[src/rtl/i2s_tdm_tx.sv]
// i2s_tdm_tx: serial audio transmitter for I2S, left-justified,
// right-justified and TDM (DSP mode A) formats.
// The bit rate comes from a fractional phase accumulator clocked by clk_sys,
// so any clk_sys frequency yields an exact long-term frame rate.
// Ports:
//   clk_sys    system clock, all logic on its rising edge
//   reset      synchronous active-high reset
//   mode       0 = I2S, 1 = LJ, 2 = RJ, 3 = TDM (taken at frame start)
//   samples    CHANNELS x AUDIO_DW two's complement samples, channel c at [c*AUDIO_DW +: AUDIO_DW]
//   sample_req one-cycle pulse when samples/mode are captured
//   sclk       bit clock
//   lrclk      word select (stereo) or frame sync pulse (TDM)
//   sdata      serial data, MSB first
module i2s_tdm_tx #(
    parameter int unsigned CLK_RATE   = 50000000,
    parameter int unsigned AUDIO_RATE = 48000,
    parameter int unsigned AUDIO_DW   = 16,
    parameter int unsigned SLOT_W     = 32,
    parameter int unsigned CHANNELS   = 8
) (
    input  logic                         clk_sys,
    input  logic                         reset,
    input  logic [1:0]                   mode,
    input  logic [CHANNELS*AUDIO_DW-1:0] samples,
    output logic                         sample_req,
    output logic                         sclk,
    output logic                         lrclk,
    output logic                         sdata
);

    localparam int unsigned     AW        = $clog2(64'(2) * 64'(CLK_RATE));
    localparam int unsigned     SW        = (SLOT_W > 1) ? $clog2(SLOT_W) : 1;
    localparam int unsigned     CW        = $clog2(CHANNELS);
    localparam int unsigned     BW        = CHANNELS * AUDIO_DW;
    localparam longint unsigned INC_ST_L  = 64'(2) * 64'(AUDIO_RATE) * 64'(SLOT_W) * 64'(2);
    localparam longint unsigned INC_TDM_L = 64'(2) * 64'(AUDIO_RATE) * 64'(SLOT_W) * 64'(CHANNELS);
    localparam logic [AW-1:0]   INC_ST    = AW'(INC_ST_L);
    localparam logic [AW-1:0]   INC_TDM   = AW'(INC_TDM_L);
    localparam logic [AW-1:0]   CLK_R     = AW'(CLK_RATE);

    // Reject parameter sets the accumulator or slot layout cannot support
    if ((INC_ST_L > 64'(CLK_RATE)) || (INC_TDM_L > 64'(CLK_RATE)) ||
        (AUDIO_DW > SLOT_W) || (CHANNELS < 2)) begin : g_bad_cfg
        $error("i2s_tdm_tx: parameter set violates rate or width limits");
    end

    logic [AW-1:0] acc_q,   acc_d;
    logic          sclk_q,  sclk_d;
    logic          lrclk_q, lrclk_d;
    logic          sdata_q, sdata_d;
    logic          req_q,   req_d;
    logic          dly_q,   dly_d;
    logic [1:0]    mode_q,  mode_d;
    logic [BW-1:0] buf_q,   buf_d;
    logic [CW-1:0] slot_q,  slot_d;
    logic [SW-1:0] bit_q,   bit_d;

    logic [AW-1:0]       inc_c;
    logic [AW-1:0]       sum_c;
    logic                tick_c;
    logic                fall_c;
    logic                start_c;
    logic [1:0]          emode_c;
    logic [BW-1:0]       ebuf_c;
    logic [AUDIO_DW-1:0] smp_c;
    logic                lj_bit_c;
    logic                rj_bit_c;
    logic                d_bit_c;
    logic                dly_out_c;
    logic                last_slot_c;

    // Phase accumulator: step size follows the active (latched) mode
    always_comb begin
        inc_c  = (mode_q == 2'd3) ? INC_TDM : INC_ST;
        sum_c  = acc_q + inc_c;
        tick_c = (sum_c >= CLK_R);
    end

    // At frame start the incoming mode/samples are used directly for p = 0
    always_comb begin
        fall_c  = tick_c & sclk_q;
        start_c = fall_c && (slot_q == '0) && (bit_q == '0);
        emode_c = start_c ? mode : mode_q;
        ebuf_c  = start_c ? samples : buf_q;
    end

    // Undelayed slot bit D(p) for the current slot/bit position
    always_comb begin
        smp_c    = '0;
        lj_bit_c = 1'b0;
        rj_bit_c = 1'b0;
        for (int unsigned c = 0; c < CHANNELS; c++) begin
            if (slot_q == CW'(c)) begin
                smp_c = ebuf_c[c*AUDIO_DW +: AUDIO_DW];
            end
        end
        for (int unsigned k = 0; k < AUDIO_DW; k++) begin
            if (bit_q == SW'(AUDIO_DW - 1 - k)) begin
                lj_bit_c = smp_c[k];
            end
            if (bit_q == SW'(SLOT_W - 1 - k)) begin
                rj_bit_c = smp_c[k];
            end
        end
        d_bit_c = (emode_c == 2'd2) ? rj_bit_c : lj_bit_c;
    end

    // Next-state logic for clock, framing, data and position pointer
    always_comb begin
        acc_d       = tick_c ? (sum_c - CLK_R) : sum_c;
        sclk_d      = sclk_q;
        lrclk_d     = lrclk_q;
        sdata_d     = sdata_q;
        req_d       = 1'b0;
        dly_d       = dly_q;
        mode_d      = mode_q;
        buf_d       = buf_q;
        slot_d      = slot_q;
        bit_d       = bit_q;
        // A mode change empties the delay flop, so the first delayed bit is 0
        dly_out_c   = (start_c && (mode != mode_q)) ? 1'b0 : dly_q;
        last_slot_c = (emode_c == 2'd3) ? (slot_q == CW'(CHANNELS - 1)) : (slot_q == CW'(1));

        if (tick_c) begin
            sclk_d = ~sclk_q;
        end

        if (fall_c) begin
            if (start_c) begin
                mode_d = mode;
                buf_d  = samples;
                req_d  = 1'b1;
            end
            dly_d = d_bit_c;
            case (emode_c)
                2'd0: begin
                    lrclk_d = (slot_q == CW'(1));
                    sdata_d = dly_out_c;
                end
                2'd3: begin
                    lrclk_d = start_c;
                    sdata_d = dly_out_c;
                end
                default: begin
                    lrclk_d = (slot_q == '0);
                    sdata_d = d_bit_c;
                end
            endcase
            if (bit_q == SW'(SLOT_W - 1)) begin
                bit_d  = '0;
                slot_d = last_slot_c ? '0 : (slot_q + CW'(1));
            end else begin
                bit_d  = bit_q + SW'(1);
            end
        end
    end

    // State registers
    always_ff @(posedge clk_sys) begin
        if (reset) begin
            acc_q   <= '0;
            sclk_q  <= 1'b1;
            lrclk_q <= 1'b0;
            sdata_q <= 1'b0;
            req_q   <= 1'b0;
            dly_q   <= 1'b0;
            mode_q  <= 2'd0;
            buf_q   <= '0;
            slot_q  <= '0;
            bit_q   <= '0;
        end else begin
            acc_q   <= acc_d;
            sclk_q  <= sclk_d;
            lrclk_q <= lrclk_d;
            sdata_q <= sdata_d;
            req_q   <= req_d;
            dly_q   <= dly_d;
            mode_q  <= mode_d;
            buf_q   <= buf_d;
            slot_q  <= slot_d;
            bit_q   <= bit_d;
        end
    end

    assign sample_req = req_q;
    assign sclk       = sclk_q;
    assign lrclk      = lrclk_q;
    assign sdata      = sdata_q;

endmodule

[config.mk]
export PLATFORM = sky130hd
export DESIGN_NAME = i2s_tdm_tx
export DESIGN_NICKNAME = d
export VERILOG_FILES = /design/src/rtl/i2s_tdm_tx.sv
export SDC_FILE = /design/constraint.sdc
export NUM_CORES = 1
export LEC_CHECK = 0
export CORE_MARGIN = 4
export CORE_UTILIZATION = 56
export DETAILED_ROUTE_END_ITERATION = 7
export DONT_BUFFER_PORTS = 1
export PLACE_DENSITY = 0.71
export SLEW_MARGIN = 20
export SYNTH_ARGS = -nofsm -noshare
export SYNTH_HDL_FRONTEND = slang
export SYNTH_SLANG_ARGS = --single-unit
[constraint.sdc]
create_clock -name clk_sys -period 6.8 [get_ports clk_sys]
set_input_delay 1.36 -clock clk_sys [delete_from_list [all_inputs] [get_ports clk_sys]]
set_output_delay 1.36 -clock clk_sys [all_outputs]
set_load 0.01 [all_outputs]
### Yosys cells after proc, flatten, opt, wreduce, memory -nomap -nowiden

Index checks and enable logic that the tools add are counted.

| cells by class | value |
|---|---|
| $add $sub $neg | 4 |
| order comparisons | 1 |
| eq/ne operators | 42 |
| muxes and demuxes | 52 |
| bitwise operators | 3 |
| reduce and logical (&&, ||, !) cells | 9 |

Operator list:

| cell | number |
|---|---|
| two-way mux 128 bit | 1 |
| two-way mux 16 bit | 8 |
| equality test 5 bit (second input constant) | 16 |
| equality test 5 x 4 -> 1 bit (second input constant) | 8 |
| two-way mux 1 bit | 37 |
| adder 27 x 25 -> 27 bit | 1 |
| greater-or-equal comparator 27 x 26 -> 1 bit (second input constant) | 1 |
| two-way mux 27 bit | 1 |
| subtractor 27 x 26 -> 27 bit (second input constant) | 1 |
| two-way mux 25 bit | 1 |
| equality test 5 x 3 -> 1 bit (second input constant) | 4 |
| equality test 3 bit (second input constant) | 4 |
| equality test 5 x 2 -> 1 bit (second input constant) | 2 |
| equality test 2 bit (second input constant) | 3 |
| equality test 3 x 2 -> 1 bit (second input constant) | 2 |
| adder 5 x 1 -> 5 bit (second input constant) | 1 |
| equality test 5 x 1 -> 1 bit (second input constant) | 1 |
| logical NOT 5 bit | 1 |
| two-way mux 5 bit | 1 |
| OR reduction 2 bit | 2 |
| adder 3 x 1 -> 3 bit (second input constant) | 1 |
| equality test 3 x 1 -> 1 bit (second input constant) | 1 |
| logical AND 1 bit | 3 |
| logical NOT 3 bit | 1 |
| other kinds (8) | 9 |

| storage, ports and cells | value |
|---|---|
| register bits | 170 |
| word-level logic and storage cells | 121 |

### Depth between registers and ports, before layout

Gate-level depths: netlist of the first run.

| depth | value |
|---|---|
| word-level depth | 34 |
| gate-level depth with buffers | 23 |
| depth with buffers taken out | 18 |

### Worst setup path after synthesis of the first run

Ideal clock, no wire load.

| path | value |
|---|---|
| kind | reg2reg |
| from | register mode_q[1] |
| to | register dly_q |
| arrival | 4708 ps |
| setup slack | 2033 ps |
| cell stages (with the launch flop) | 23 |
| period minus slack after synthesis | 4767 ps |
| cell sequence | dfxtp_1 > nand2_1 > ha_1 > fa_1 > o21a_1 > o211a_1 > a2bb2oi_1 > nor3_2 > nand4_4 > nand2_2 > buf_6 > buf_12 > buf_12 > buf_2 > buf_1 > mux2i_1 > ha_1 > inv_1 > o41a_1 > o21ai_0 > o21ai_0 > o221ai_2 > and2_1 |

| on the way | value |
|---|---|
| word-level cells in the longest chain between the ends | 33 |
| elaborated cells between the ends (all ways) | 51 |

RTL lines:

| element | line | text |
|---|---|---|
| start: declaration | 53 | `logic [1:0] mode_q, mode_d;` |
| start signal: assignment | 178 | `mode_q <= mode_d;` |
| equality test 2 bit | 74 | `inc_c = (mode_q == 2'd3) ? INC_TDM : INC_ST;` |
| two-way mux 25 bit | 74 |  |
| adder 27 x 25 -> 27 bit | 75 | `sum_c = acc_q + inc_c;` |
| greater-or-equal comparator 27 x 26 -> 1 bit | 76 | `tick_c = (sum_c >= CLK_R);` |
| AND 1 bit | 81 | `fall_c = tick_c & sclk_q;` |
| logical AND 1 bit (2 in a row) | 82 | `start_c = fall_c && (slot_q == '0) && (bit_q == '0);` |
| two-way mux 128 bit | n/a |  |
| two-way mux 16 bit (8 in a row) | 93 | `if (slot_q == CW'(c)) begin` |
| two-way mux 1 bit, on equally long branches (16 in a row) | 98, 101 |  |
| two-way mux 1 bit | 105 | `d_bit_c = (emode_c == 2'd2) ? rj_bit_c : lj_bit_c;` |
| end signal: assignment | 177 | `dly_q <= dly_d;` |
| end: declaration | 52 | `logic dly_q, dly_d;` |

Several ways; a longest one is shown, not always the timed one.
A chain may end at the register's enable or synchronous reset.

### Worst setup path in the final report of the first run

| path | value |
|---|---|
| from | register mode_q[0] |
| to | register sdata_q (netlist: sdata) |

| on the way | value |
|---|---|
| word-level cells in the longest chain between the ends | 34 |
| elaborated cells between the ends (all ways) | 58 |

RTL lines:

| element | line | text |
|---|---|---|
| equality test 2 bit | 74 |  |
| two-way mux 25 bit | 74 |  |
| adder 27 x 25 -> 27 bit | 75 |  |
| greater-or-equal comparator 27 x 26 -> 1 bit | 76 |  |
| AND 1 bit | 81 |  |
| logical AND 1 bit (2 in a row) | 82 |  |
| two-way mux 128 bit | n/a |  |
| two-way mux 16 bit (8 in a row) | 93 |  |
| two-way mux 1 bit, on equally long branches (16 in a row) | 98, 101 |  |
| two-way mux 1 bit | 105 |  |
| two-way mux 1 bit | 135 | `case (emode_c)` |
| end signal: assignment | 175 | `sdata_q <= sdata_d;` |
| end: declaration | 50 | `logic sdata_q, sdata_d;` |

Several ways; a longest one is shown, not always the timed one.

==> flow_summary.yaml, run 1 <==
routing:
  dr_wl_met3_um: 2570
  via_per_inst: 6.35
  drt_wl_total_um: 27700
  antenna_left: 0
  via_count: 8589
  met1_length_um: 11400
  drtIter0Drc: 903
  wl_per_cell_um: 20.5
  first_pass_iters: 6
  wl_met2_um: 12900
  drc: 0
  routed.top_layer: "met4"
clocking:
  cts-root-buf: "clkbuf_16"
  cts_buffers: 17
  cts.sinks: 163
  cts_setup_buffers: 0
  clockBufferDepth: 2
  clk_latency_ns: 0.43
  ctsHoldBuffers: 0
  clk_pin_slew_ns: 0.07
  cts_resized: 0
  cts_tree: "built"
  htree_levels: 4
sta:
  fmax_mhz: 169
  relSlewSlack: 0.423
  rsz0062_at_grt: "no"
  hold_slack_ns: 0.452
  hold_viol_final: 0
  slew_viol_final: 0
  finalClockSkew_ns: 0.0103
  setup_ws_ns: 0.894
  worstMarginPinSlew_ns: 0.866
  finalSetupTns_ns: 0
  fin_crit_sh: 0.869
  min_period_ns: 5.91
  setup_viol: 0
cells_and_area:
  nFillCells: 1472
  finalInstanceArea_um2: 9730
  drive_above_1_share: 0.0590
  syn2layout_area_growth_pct: 7.36
  nets: 1280
  instances_no_fill: 1353
  final_util: 0.612
synthesis:
  synth_ff_type: "dfxtp_1"
  syn_inst: 1173
  netlist.area_leader.share: 0.360
  netlist_area_um2: 9060
  yosysTopAreaCell: "dfxtp_1"
  synth_area_per_cell_um2: 7.72
  async_flop_share: 0
  ys_types: 87
  synth_common_cells: "219 x nand2_1, 163 x dfxtp_1, 134 x a21oi_1"
  synth_seq_cells: 163
  seq_area_frac_synth: 0.360
  synth_area_leaders: "dfxtp_1 36%, nand2_1 9.1%, a21oi_1 7.4%, nor2_1 5.0%, mux2i_1 4.9%"
  yosysMostFrequentCell: "nand2_1"
  ys_warn_count: 0
  syn_nets: 1328
  synth-edff-count: 0
global_routing:
  grt_usage: 0.299
  grt_pass1_wl_um: 43000
  grt-ovfl-total: 0
  grt_max_degree: 164
  grt_pass1_vias: 7891
  antenna_found_initial: 2
critical_path:
  crit_chain: "nand2_1 -> ha_1 -> fa_1 -> o211ai_1 -> a31oi_1 -> and4_1 -> o31ai_1 -> o31a_2 -> nand2_4 -> buf_12 -> a311o_1 -> a311oi_1 -> nor2b_1 -> o21ai_1 -> a2111oi_0 -> a211oi_1 -> o221ai_2 -> o21a_1"
  cp.required_ns: 7.13
  max_stage_delay_ns: 0.59
  crit_path_start_kind: "register"
  worstSetupPathType: "reg2reg"
  crit_fanout: 72
  cp_slowest_cell: "o31a_2"
  ff2ff_path_depth: 18
  end_kind: "register"
  crit_arrival_ns: 6.23
power_and_ir_drop:
  p_int_mw: 1.83
  total_power_mw: 2.58
  p_leak_nw: 3.33
  ir_drop_uv: 184
  switching_share: 0.290
  seq_power_share: 0.409
  power_frac_clock: 0.390
  powerDensity_nw_per_um2: 265
  switchingPower_mw: 0.749
  p_comb_frac: 0.201
hold_path:
  hold_path_depth: 2
  hp-class: "reg2reg"
placement:
  port_buffers: 0
  gp_congestion: 1.01
  dp_slack_ns: 1.09
  dpl.hpwl_um: 19800
  dpl_cell_area_um2: 9120
  dp_cells: 1322
floorplanning:
  fp.dieW_um: 135
  floorplan.initialDensity: 0.570
  fp.dieH_um: 135
  core_area_um2: 15900
  die_area_um2: 18300
  row_count: 46
  ios: 136
run_status:
  status: "complete, no violations"
job:
  cap_violations: 0
[state kept, by name, summed over array words and instances, names as in the netlist]
| signal | count |
|---|---|
| acc_q | 20 |
| bit_q | 5 |
| buf_q | 128 |
| dly_q | 1 |
| lrclk | 1 |
| mode_q | 2 |
| sample_req | 1 |
| sclk | 1 |
| sdata | 1 |
| slot_q | 3 |
[worst max-delay path, delay by kind of cell (launching register included)]
| family | cells | cell delay, ns |
|---|---|---|
| flops | 1 | 0.41 |
| compound gates | 11 | 3.41 |
| fa+ha+maj | 2 | 0.75 |
| simple gates | 4 | 0.91 |
| buf+inv | 1 | 0.28 |
[placed cells by master (no fill, tap or decap), types with 7 or more instances in the layout]
cell	count
a211oi_1	15
a21oi_1	134
a221oi_1	16
a31oi_1	9
and2_1	11
and3_1	9
buf_4	10
clkbuf_16	17
dfxtp_1	163
ha_1	22
inv_1	26
mux2i_1	44
nand2_1	219
nand2b_1	7
nand3_1	30
nand4_1	7
nor2_1	119
nor2b_1	8
nor3_1	25
nor4_1	7
o211ai_1	13
o21ai_0	40
o21ai_1	12
o22ai_1	8
xnor2_1	15
xor2_1	15
[cells by family (layout without fill, tap and decap cells)]
group	Yosys count	after routing	share of synthesized area
multiplexers	46	46	0.0511
adder cells (fa/ha/maj)	23	23	0.0326
AO/OA/AOI/OAI	334	334	0.246
flip-flops	163	163	0.360
XOR/XNOR	30	30	0.0290
AND/OR/NAND/NOR	469	469	0.228
other	0	2	0
buffers and inverters	108	70	0.0530
[area by class of cell]
| cell class | count | area (um^2) | area share |
|---|---|---|---|
| Tap cell | 216 | 270 | 0.0278 |
| Timing Repair Buffer | 13 | 135 | 0.0139 |
| Inverter | 28 | 105 | 0.0108 |
| Clock buffer | 19 | 443 | 0.0455 |
| Sequential cell | 163 | 3260 | 0.335 |
| Antenna cell | 2 | 5.00 | 0.000515 |
| Multi-Input combinational cell | 902 | 5350 | 0.550 |
| Clock inverter | 10 | 160 | 0.0165 |
[final timing paths]
check / startpoint / to / slack [ns]
worst max-delay path: mode_q[0] / sdata / 0.89
worst min-delay path: buf_q[32] / buf_q[32] / 0.45
worst max register to register: mode_q[0] / sdata / 0.89
worst min register to register: buf_q[32] / buf_q[32] / 0.45
[power by group through the flow]
stage | Sequential (mW) | Combinational (mW) | Clock (mW)
finish | 1.05 | 0.518 | 1.01
global route | 1.06 | 0.574 | 1.05
CTS | 1.05 | 0.514 | 1.02
detailed placement | 1.07 | 0.510 | 0
global placement | 1.07 | 0.506 | 0
floorplan | 1.06 | 0.441 | 0
[metal layers]
| metal | global-route usage | vias up |
|---|---|---|
| met5 | 0 | - |
| met4 | 0.107 | 0 |
| met3 | 0.0791 | 65 |
| met2 | 0.479 | 400 |
| met1 | 0.392 | 4055 |
| li1 | - | 4069 |
No activity file was read; power rests on OpenSTA's default activity.
==> inputs of run 2 (changes only) <==
--- a/config.mk
+++ b/config.mk
@@ -9,8 +9,11 @@
 export CORE_UTILIZATION = 56
 export DETAILED_ROUTE_END_ITERATION = 7
 export DONT_BUFFER_PORTS = 1
+export GPL_ROUTABILITY_DRIVEN = 0
 export PLACE_DENSITY = 0.71
+export SETUP_SLACK_MARGIN = 0.4
 export SLEW_MARGIN = 20
 export SYNTH_ARGS = -nofsm -noshare
 export SYNTH_HDL_FRONTEND = slang
 export SYNTH_SLANG_ARGS = --single-unit
+export TNS_END_PERCENT = 30
==> run 2 against run 1 <==
Effect of this change: clock power fell by 6%; cell area down 0.27%; flip-flop and latch count is the same; highest routed layer unchanged; non-clock buffer count is 5 higher; combinational power about the same; critical path depth unchanged; die area unchanged; sequential power about the same; clock skew decreased by 0.0018 ns; largest cell class unchanged; critical endpoint unchanged; critical path type unchanged.
==> flow_summary.yaml, run 2 (same netlist as run 1, synthesis figures left out) <==
run_status:
  status: "complete, no violations"
cells_and_area:
  syn2layout_area_growth_pct: 7.07
  nets: 1285
  largest_register: "buf_q"
  finalInstanceArea_um2: 9700
  largest_reg_flops: 128
  final_common_cell: "nand2_1"
  reg.largest.list: "buf_q x128, acc_q x20, bit_q x5"
  drive_above_1_share: 0.0622
  final_util: 0.611
  final_cell_mix: "219 x nand2_1, 163 x dfxtp_1, 134 x a21oi_1"
critical_path:
  worst-path-buf-inv: 1
  crit_fanout: 35
  end_kind: "register"
  startpoint: "mode_q[0]"
  ff2ff_path_depth: 18
  max_stage_delay_ns: 0.57
  rr_startpoint: "mode_q[0]"
  crit_path_start_kind: "register"
  worstSetupPathType: "reg2reg"
  endpoint: "sdata"
  crit_family: "simple AND/OR/NAND/NOR gates"
  cp.required_ns: 7.12
  crit_chain: "nand2_1 -> ha_1 -> fa_1 -> o211ai_1 -> a31oi_1 -> xor2_1 -> nor3_2 -> nand4_4 -> nand2_4 -> buf_4 -> mux2i_1 -> o221a_1 -> a221oi_2 -> nor3b_1 -> o221ai_1 -> a211oi_2 -> o221ai_2 -> o21a_1"
  cp.depth: 18
  crit_arrival_ns: 6.06
  cp_slowest_cell: "nand2_4"
  worst-r2r-setup-slack_ns: 1.06
  rr_endpoint: "sdata"
placement:
  port_buffers: 0
  dpl_cell_area_um2: 9120
  dpl.hpwl_um: 19900
clocking:
  cts.sinks: 163
  cts_setup_buffers: 0
  cts_buffers: 17
  ctsHoldBuffers: 0
  cts_resized: 0
  htree_levels: 4
  clk_pin_slew_ns: 0.06
  clk_latency_ns: 0.43
  cts-root-buf: "clkbuf_16"
  cts_tree: "built"
  clockBufferDepth: 2
power_and_ir_drop:
  switchingPower_mw: 0.747
  ir_drop_uv: 239
  powerDensity_nw_per_um2: 260
  power_frac_clock: 0.375
  p_int_mw: 1.77
  switching_share: 0.297
  p_comb_frac: 0.206
  seq_power_share: 0.418
  p_leak_nw: 3.31
sta:
  relSlewSlack: 0.392
  slew_viol_final: 0
  fmax_mhz: 174
  finalSetupTns_ns: 0
  finalClockSkew_ns: 0.00848
  worstMarginPinSlew_ns: 0.912
  rsz0062_at_grt: "no"
  fin_crit_sh: 0.844
  min_period_ns: 5.74
  hold_viol_final: 0
  setup_viol: 0
global_routing:
  grt_pass1_vias: 8157
  grt_usage: 0.299
  antenna_found_initial: 3
  grt-ovfl-total: 0
  grt_max_degree: 164
  grt_pass1_wl_um: 43200
routing:
  drtIter0Drc: 978
  antenna_left: 0
  via_count: 8616
  wl_per_cell_um: 20.3
  drt_wl_total_um: 27600
  via_per_inst: 6.33
  first_pass_iters: 6
  drc: 0
floorplanning:
  fp.dieW_um: 135
  die_area_um2: 18300
  row_count: 46
  floorplan.initialDensity: 0.570
  core_area_um2: 15900
  ios: 136
  fp.dieH_um: 135
hold_path:
  hold_path_depth: 2
  hp-class: "reg2reg"
job:
  cap_violations: 0
==> run 2: changes by cell type in the layout (fill, tap and decap cells not counted), sizes merged <==
cell / change
clkbuf: +4
diode: +2
bufinv: -2
clkinvlp: +3
clkinv: -3
buf: +5
==> run 2: worst min path at each step <==
stage | from | to | slack, ns
final | buf_q[55] | buf_q[55] | 0.44
after global routing | buf_q[73] | buf_q[73] | 0.46
after CTS | buf_q[55] | buf_q[55] | 0.44
after detailed placement | buf_q[55] | buf_q[55] | 0.44
after global placement | buf_q[55] | buf_q[55] | 0.43
after floorplan | buf_q[100] | buf_q[100] | 0.43
==> run 2: worst reg2reg max path: cells and delay by family, from the launching register on <==
family                     cells  cell delay (ns)
adders and majority gates      2             0.76
DFF                            1             0.40
and+or+nand+nor                5             1.90
xor gates and xnor gates       1             0.21
buffers and inverters          1             0.37
AOI/OAI and AO/OA              8             1.68
muxes                          1             0.32
==> run 2: final cells by class <==
| type | instances | area, um^2 |
|---|---|---|
| diodes | 4 | 10.0 |
| clock buffers | 23 | 468 |
| clock inverters | 8 | 104 |
| fillers | 1468 | 6180 |
| inverters | 28 | 105 |
| multi-input cells | 902 | 5350 |
| flip-flops and latches | 163 | 3260 |
| well taps | 216 | 270 |
| repair buffers | 18 | 135 |
==> run 2: power groups by stage <==
stage	Sequential [mW]	Clock, mW	Combinational [mW]
finish	1.05	0.945	0.519
floorplan	1.06	0	0.441
CTS	1.05	0.959	0.518
global placement	1.07	0	0.505
detailed placement	1.07	0	0.512
global route	1.06	0.998	0.578
==> run 2: per-stage QoR <==
step	hold WS (ns)	worst slack, ns	total power [mW]	std cells
after detailed placement	0.436	1.19	1.59	1327
after global placement	0.430	1.33	1.58	1327
after global routing	0.458	0.693	2.64	1361
final	0.445	1.06	2.52	1362
after CTS	0.444	1.17	2.53	1358
after floorplan	0.427	2.03	1.50	1173
==> run 2: metal layers <==
metal  routed length (um)  global-route usage  part of all wire  vias up
met5                    0                   0                 0        -
met4                 1080               0.119             0.039        0
met3                 2590              0.0773             0.094       80
met2                12700               0.473              0.46      430
met1                11300               0.393              0.41     4017
li1                     -                   -                 -     4089
